**src/rtl/uart_rx.sv**
```systemverilog
// uart_rx: 16x-oversampled UART receiver, single-entry valid/ready byte port.
// Define UART_RX_PARITY_EN for 8E1 framing with parity_err; default is 8N1.
module uart_rx #(
   parameter int clk_freq       = 50000000,
   parameter int uart_baud_rate = 115200
) (
   input  logic       clk,
   input  logic       rst,
   input  logic       uart_rxd,
   output logic [7:0] rx_data,
   output logic       rx_valid,
   input  logic       rx_ready,
   output logic       frame_err,
   output logic       overrun,
   output logic       parity_err
);

   localparam int DIV = (clk_freq + 8 * uart_baud_rate) / (16 * uart_baud_rate);
   localparam int DW  = (DIV > 2) ? $clog2(DIV) : 1;

`ifdef UART_RX_PARITY_EN
   typedef enum logic [2:0] {
      S_IDLE, S_START, S_DATA, S_PARITY, S_STOP, S_BREAK
   } state_t;
`else
   typedef enum logic [2:0] {
      S_IDLE, S_START, S_DATA, S_STOP, S_BREAK
   } state_t;
`endif

   state_t          state_q, state_d;
   logic            sync1_q, sync1_d;
   logic            sync2_q, sync2_d;
   logic [DW-1:0]   div_q, div_d;
   logic [3:0]      sc_q, sc_d;
   logic [2:0]      bc_q, bc_d;
   logic [7:0]      shift_q, shift_d;
   logic [7:0]      rx_data_q, rx_data_d;
   logic            rx_valid_q, rx_valid_d;
   logic            frame_err_q, frame_err_d;
   logic            overrun_q, overrun_d;
   logic            parity_err_q, parity_err_d;
`ifdef UART_RX_PARITY_EN
   logic            par_bad_q, par_bad_d;
`endif
   logic            rxs;
   logic            tick;
   logic            mid;
   logic            deliver;
   logic            load;

   always_comb begin
      sync1_d      = uart_rxd;
      sync2_d      = sync1_q;
      rxs          = sync2_q;
      tick         = (div_q == DW'(DIV - 1));
      div_d        = tick ? '0 : div_q + DW'(1);
      sc_d         = tick ? sc_q + 4'd1 : sc_q;
      mid          = tick && (sc_q == 4'd15);
      state_d      = state_q;
      bc_d         = bc_q;
      shift_d      = shift_q;
      deliver      = 1'b0;
      frame_err_d  = 1'b0;
`ifdef UART_RX_PARITY_EN
      par_bad_d    = par_bad_q;
`endif

      case (state_q)
         S_IDLE: begin
            if (!rxs) begin
               // restart the divider so ticks are phased to the start edge
               state_d = S_START;
               div_d   = '0;
               sc_d    = '0;
`ifdef UART_RX_PARITY_EN
               par_bad_d = 1'b0;
`endif
            end
         end
         S_START: begin
            if (tick && (sc_q == 4'd7)) begin
               if (!rxs) begin
                  state_d = S_DATA;
                  sc_d    = '0;
                  bc_d    = '0;
               end else begin
                  state_d = S_IDLE;
               end
            end
         end
         S_DATA: begin
            if (mid) begin
               shift_d = {rxs, shift_q[7:1]};
               if (bc_q == 3'd7) begin
`ifdef UART_RX_PARITY_EN
                  state_d = S_PARITY;
`else
                  state_d = S_STOP;
`endif
               end else begin
                  bc_d = bc_q + 3'd1;
               end
            end
         end
`ifdef UART_RX_PARITY_EN
         S_PARITY: begin
            if (mid) begin
               par_bad_d = (rxs != ^shift_q);
               state_d   = S_STOP;
            end
         end
`endif
         S_STOP: begin
            if (mid) begin
               if (rxs) begin
                  deliver = 1'b1;
                  state_d = S_IDLE;
               end else begin
                  frame_err_d = 1'b1;
                  state_d     = S_BREAK;
               end
            end
         end
         S_BREAK: begin
            if (rxs) begin
               state_d = S_IDLE;
            end
         end
         default: begin
            state_d = S_IDLE;
         end
      endcase

      load         = deliver && (!rx_valid_q || rx_ready);
      rx_data_d    = load ? shift_q : rx_data_q;
      rx_valid_d   = load || (rx_valid_q && !rx_ready);
      overrun_d    = deliver && !load;
`ifdef UART_RX_PARITY_EN
      parity_err_d = load && par_bad_q;
`else
      parity_err_d = 1'b0;
`endif
   end

   always_ff @(posedge clk) begin
      if (!rst) begin
         state_q      <= S_IDLE;
         sync1_q      <= 1'b1;
         sync2_q      <= 1'b1;
         div_q        <= '0;
         sc_q         <= '0;
         bc_q         <= '0;
         shift_q      <= '0;
         rx_data_q    <= '0;
         rx_valid_q   <= 1'b0;
         frame_err_q  <= 1'b0;
         overrun_q    <= 1'b0;
         parity_err_q <= 1'b0;
`ifdef UART_RX_PARITY_EN
         par_bad_q    <= 1'b0;
`endif
      end else begin
         state_q      <= state_d;
         sync1_q      <= sync1_d;
         sync2_q      <= sync2_d;
         div_q        <= div_d;
         sc_q         <= sc_d;
         bc_q         <= bc_d;
         shift_q      <= shift_d;
         rx_data_q    <= rx_data_d;
         rx_valid_q   <= rx_valid_d;
         frame_err_q  <= frame_err_d;
         overrun_q    <= overrun_d;
         parity_err_q <= parity_err_d;
`ifdef UART_RX_PARITY_EN
         par_bad_q    <= par_bad_d;
`endif
      end
   end

   assign rx_data    = rx_data_q;
   assign rx_valid   = rx_valid_q;
   assign frame_err  = frame_err_q;
   assign overrun    = overrun_q;
   assign parity_err = parity_err_q;

endmodule

```
**config.mk**
```make
export PLATFORM = sky130hd
export DESIGN_NAME = uart_rx
export DESIGN_NICKNAME = d
export VERILOG_FILES = /design/src/rtl/uart_rx.sv
export SDC_FILE = /design/constraint.sdc
export NUM_CORES = 1
export LEC_CHECK = 0
export ABC_CLOCK_PERIOD_IN_PS = 1850
export BUFFER_PORTS_ARGS = -buffer_cell sky130_fd_sc_hd__buf_2
export CORE_MARGIN = 8
export CORE_UTILIZATION = 50
export CTS_CLUSTER_SIZE = 14
export DETAILED_ROUTE_END_ITERATION = 6
export PLACE_DENSITY = 0.72
export SYNTH_ARGS = -nofsm -noshare
export SYNTH_HDL_FRONTEND = slang
export SYNTH_SLANG_ARGS = --single-unit
```
**constraint.sdc**
```tcl
create_clock -name clk -period 1.85 [get_ports clk]
set_input_delay 0.185 -clock clk [delete_from_list [all_inputs] [get_ports clk]]
set_output_delay 0.185 -clock clk [all_outputs]
set_load 0.01 [all_outputs]
```
# ---- Yosys cells after proc, flatten, opt, wreduce, memory -nomap -nowiden
# Index checks and enable logic that the tools add are counted.
dict set report classes {
  n_eq_ne 16
  add_sub_neg 3
  n_reduce_logical 16
  mux 25
}
# operator n
set op_table {}
lappend op_table {{$mux W3} 11}
lappend op_table {{$ne A2 B2 Y1 const B} 8}
lappend op_table {{$mux W5} 3}
lappend op_table {{$pmux W3 S5} 1}
lappend op_table {{$mux W4} 3}
lappend op_table {{$pmux W4 S2} 1}
lappend op_table {{$eq A3 B2 Y1 const B} 2}
lappend op_table {{$eq A3 B3 Y1 const B} 2}
lappend op_table {{$pmux W3 S2} 1}
lappend op_table {{$reduce_and A6 Y1} 1}
lappend op_table {{$add A5 B1 Y5 const B} 1}
lappend op_table {{$eq A5 B5 Y1 const B} 1}
lappend op_table {{$logic_and A1 B1 Y1} 5}
lappend op_table {{$reduce_and A5 Y1} 1}
lappend op_table {{$add A4 B1 Y4 const B} 1}
lappend op_table {{$eq A4 B3 Y1 const B} 1}
lappend op_table {{$eq A4 B4 Y1 const B} 1}
lappend op_table {{$mux W1} 4}
lappend op_table {{$add A3 B1 Y3 const B} 1}
lappend op_table {{$eq A3 B1 Y1 const B} 1}
lappend op_table {{$logic_not A1 Y1} 3}
lappend op_table {{$logic_not A3 Y1} 1}
lappend op_table {{$reduce_and A3 Y1} 1}
lappend op_table {{$logic_or A1 B1 Y1} 2}
lappend op_table {{3 further kinds} 3}
dict set report word_totals {
  reg_bits 36
  word_cells 71
}

# ---- Longest topological paths before layout
dict set report depth {
  ltp_word 7
  depth_mapped 6
  depth_no_buf 6
}

# ---- Least setup slack after synthesis
# OpenSTA, ideal clock, no wires.
dict set report synth_timing {
  path_kind {reg2reg}
  startpoint {register bc_q[0]}
  endpoint {register bc_q[0]}
  t_arrival_ns 1.628
  n_path_buf 0
  setup_ns 0.121
  slack_ns 0.100
  required_ns 1.729
  stages_incl_launch_ff 7
  synth_period_minus_slack_ns 1.750
  path_cell_list {dfxtp_1 > ha_1 > ha_1 > or4bb_1 > a21oi_1 > a21oi_1 > mux2_4}
}
dict set report synth_via {
  elab_chain_len 4
  word_cells_on_any_way 7
  classes_between {1 x add/sub; 2 x eq/ne; 3 x mux; 1 x reduce/logical}
}
# item line
set synth_lines {}
lappend synth_lines {{start, declared} 36} ;# logic [2:0] bc_q, bc_d;
lappend synth_lines {{start signal, assigned} 153} ;# bc_q <= '0;
lappend synth_lines {{start signal, assigned} 169} ;# bc_q <= bc_d;
lappend synth_lines {{$add A3 B1 Y3} 102} ;# bc_d = bc_q + 3'd1;
lappend synth_lines {{$mux W3} 95} ;# if (bc_q == 3'd7) begin
lappend synth_lines {{$mux W3} 93} ;# if (mid) begin
lappend synth_lines {{$pmux W3 S2} 69} ;# case (state_q)
# Several ways; a longest one is shown, not always the timed one. The select of a mux whose other input is x is not followed.
# A chain may end at the register's enable or synchronous reset.

# ---- Final worst setup path
dict set report layout_timing {
  startpoint {register bc_q[1]}
  endpoint {register bc_q[0]}
}
dict set report layout_via {
  elab_chain_len 3
}
# item line
set layout_lines {}
lappend layout_lines {{$eq A3 B3 Y1} 95}
lappend layout_lines {{$ne A2 B2 Y1 (no source line)} -}
lappend layout_lines {{$reduce_and A5 Y1 (no source line)} -}
# No other way between the ends.

==> impl_metrics.py <==
metrics = {
    "status": {
        "outcome": "complete, no violations",
    },
    "clock_network": {
        "clk_latency_ns": 0.33,
        "clock_path_buffers": 2,
        "cts_made_buffers": 5,
        "htreeDepth": 2,
        "cts_tree": "done",
        "clkTransAtPathRegs_ns": 0.11,
        "clock-sinks": 36,
        "ctsRootBufferMaster": "clkbuf_4",
        "hold_buffers": 0,
    },
    "power": {
        "power_density_mw_per_mm2": 732,
        "leakage_uw": 0.000802,
        "clkPwrFrac_pct": 33.3,
        "sequentialPowerShare_pct": 62.4,
        "max-vdd-ir-drop_mv": 0.472,
        "p_switching_uw": 276,
        "p_int_uw": 992,
        "switching_share_pct": 21.8,
        "p_comb_share_pct": 4.3,
    },
    "cells_and_area": {
        "layout-drive-gt1-share_pct": 22.5,
        "regArea_um2": 723,
        "nFillCells": 273,
        "fin_nets": 181,
        "diodes": 0,
        "area_growth_pct": 14.4,
        "post-route-util_pct": 58.2,
        "layout.cells.non_filler": 206,
        "multi_input_area_um2": 782,
    },
    "min_path": {
        "hp-class": "in2reg",
        "worstHoldPathCells": 2,
        "hold_start": "rx_ready",
    },
    "synth": {
        "syn_nets": 162,
        "yosysSeqAreaShare_pct": 47.6,
        "ys_ff_latch": 36,
        "synth.avg_cell_area_um2": 9.90,
        "ys.flop_type": "dfxtp_1",
        "syn_inst": 153,
        "synth_cell_type_count": 39,
        "syn_area_mm2": 0.00151,
        "yosysWarnings": 0,
        "async_reset_ff_share_pct": 0,
        "synth_edf_count": 0,
    },
    "global_routing": {
        "grt_max_degree": 21,
        "grtUsageTotal_pct": 11.7,
        "grt_pass1_wl_mm": 4.76,
        "met1_usage_pct": 12.6,
        "grt.busiest_layer": "met2",
        "grt.met2_usage_pct": 19.4,
        "antenna_found_initial": 0,
        "grtUsageMet3_pct": 3.81,
        "overflow": 0,
        "grt_pass1_vias": 1142,
    },
    "setup_path": {
        "r2r_cells": 6,
        "crit_chain": "ha_4 -> ha_4 -> or4bb_1 -> a21oi_2 -> a21oi_2 -> mux2_4",
        "start_kind": "flop",
        "critPathKind": "reg2reg",
        "timing.rr.start": "bc_q[1]$_SDFFE_PN0P_",
        "worst_ep_arrival_time_ns": 2.02,
        "setup.worst_path.start": "bc_q[1]$_SDFFE_PN0P_",
        "slowest_delay_ns": 0.52,
        "slowest_stage": "or4bb_1",
        "required_ns": 2.08,
        "cp-end-kind": "flop",
        "path_max_fanout": 3,
    },
    "drt": {
        "wl_per_cell_um": 13.4,
        "vias_per_cell": 5.31,
        "drt-initial-drc-count": 50,
        "drc": 0,
        "via_count": 1094,
        "antenna_left": 0,
        "routed_wl_mm": 2.77,
        "dr.pass1.iters": 4,
    },
    "die": {
        "ios": 16,
        "start_util_pct": 50.8,
        "dieArea_mm2": 0.00504,
        "die_width_um": 71.0,
        "row_count": 20,
        "fp.coreArea_mm2": 0.00298,
        "die_h_um": 71.0,
    },
    "timing": {
        "setup_viol": 0,
        "timing.hold.ws_ns": 0.0312,
        "max_freq_mhz": 557,
        "hold_viol": 0,
        "rsz0062_at_grt": "true",
        "finalClockSkew_ns": 0.00951,
        "slew_viol_final": 0,
        "period_needed_ns": 1.80,
        "post-route-period-util_pct": 97.1,
        "tns_ns": 0,
        "fin_ws_ns": 0.0536,
    },
    "placed_design": {
        "hpwl_mm": 1.99,
        "io_buffer_count": 14,
        "dp_cells": 197,
        "pre_cts_ws_ns": 0.0177,
        "place_congestion": 0.799,
    },
    "job": {
        "cap_violations": 0,
    },
}
through the flow:
step           cell area, um^2  power (uW)
6_report                  1730        1270
5_1_grt                   1730        1310
4_1_cts                   1690        1280
3_5_place_dp              1620         861
3_3_place_gp              1620         858
2_1_floorplan             1510         847
critical path: cells and delay by family, from the launching register on:
family	cells	cell delay, ns
AO/OA/AOI/OAI	2	0.24
flip-flops	1	0.35
multiplexers	1	0.27
adder cells (fa/ha/maj)	2	0.31
AND/OR/NAND/NOR	1	0.52
flip-flops by register name (all words and copies together), names as in the netlist, 3 cells and up:
name     count
div_q        5
bc_q         3
rx_data      8
sc_q         4
shift_q      8
state_q      3
Yosys cell counts, types with 2 or more instances:
master	instances	area share, %
clkbuf_1	4	0.99
ha_1	5	4.1
nand2b_1	2	0.83
xnor2_1	2	1.2
dfxtp_1	36	48
inv_1	3	0.74
o21ai_0	2	0.66
a22o_1	2	1.2
mux2i_1	17	11
nor3b_1	2	0.99
a21oi_1	4	1.3
xor2_1	4	2.3
nand2_1	27	6.7
nor2_1	13	3.2
nand3_1	4	1.3
a31oi_1	3	1.2
metal layers:
| layer | share of wire, % | routed length, um |
|---|---|---|
| met3 | 3.4 | 94 |
| met2 | 49 | 1350 |
| met4 | 2.1 | 59 |
| met5 | 0 | 0 |
| met1 | 46 | 1270 |
power by group through the flow:
stage	Sequential [uW]	Combinational, uW	Clock (uW)
after global placement	808	49.7	0
after floorplan	807	40.2	0
after detailed placement	808	52.7	0
after CTS	790	53.9	440
final	790	54.6	422
after global routing	792	60.3	463
layout by cell type, fill, tap and decap left out, types with 2 or more instances in the layout:
master / instances
xnor2_1: 2
dfxtp_1: 34
nor3b_1: 2
a22o_1: 2
a31oi_1: 3
inv_1: 3
nand2_1: 26
nand2b_1: 2
o21ai_0: 2
clkbuf_4: 5
nand3_1: 4
buf_4: 6
ha_4: 2
xor2_1: 4
ha_1: 3
a21oi_2: 2
clkbuf_1: 2
buf_2: 14
a21oi_1: 2
nor2_1: 13
mux2i_1: 17
dfxtp_2: 2
final timing paths:
kind	endpoint	slack [ns]
setup reg to reg	bc_q[0]$_SDFFE_PN0P_	0.05
hold / removal	overrun$_SDFF_PN0_	0.03
hold reg to reg	rxs$_SDFF_PN1_	0.41
setup / recovery	bc_q[0]$_SDFFE_PN0P_	0.05
final cells by class:
| cell class | instances | area share [%] |
|---|---|---|
| repair buffers | 20 | 6.65 |
| flip-flops and latches | 36 | 41.8 |
| clock buffers | 8 | 3.40 |
| multi-input cells | 106 | 45.2 |
| inverters | 3 | 0.650 |
| well taps | 33 | 2.38 |
repair_timing:
action | 4_1_cts | 5_1_grt
gates resized for setup | 2 | 8
setup endpoints to repair | 1 | 6
buffers inserted | 0 | 1
pin swaps | 0 | 4
cloned | 0 | 0
kinds of logic after synthesis:
kind of cell    synth area share (%)
buf+inv                         3.64
compound gates                  7.19
other cells                    0.248
mux                             12.2
simple gates                    21.5
xor+xnor                        3.47
fa+ha+maj                       4.13
flops                           47.6
Note: power is estimated with default switching activity, not from simulation.
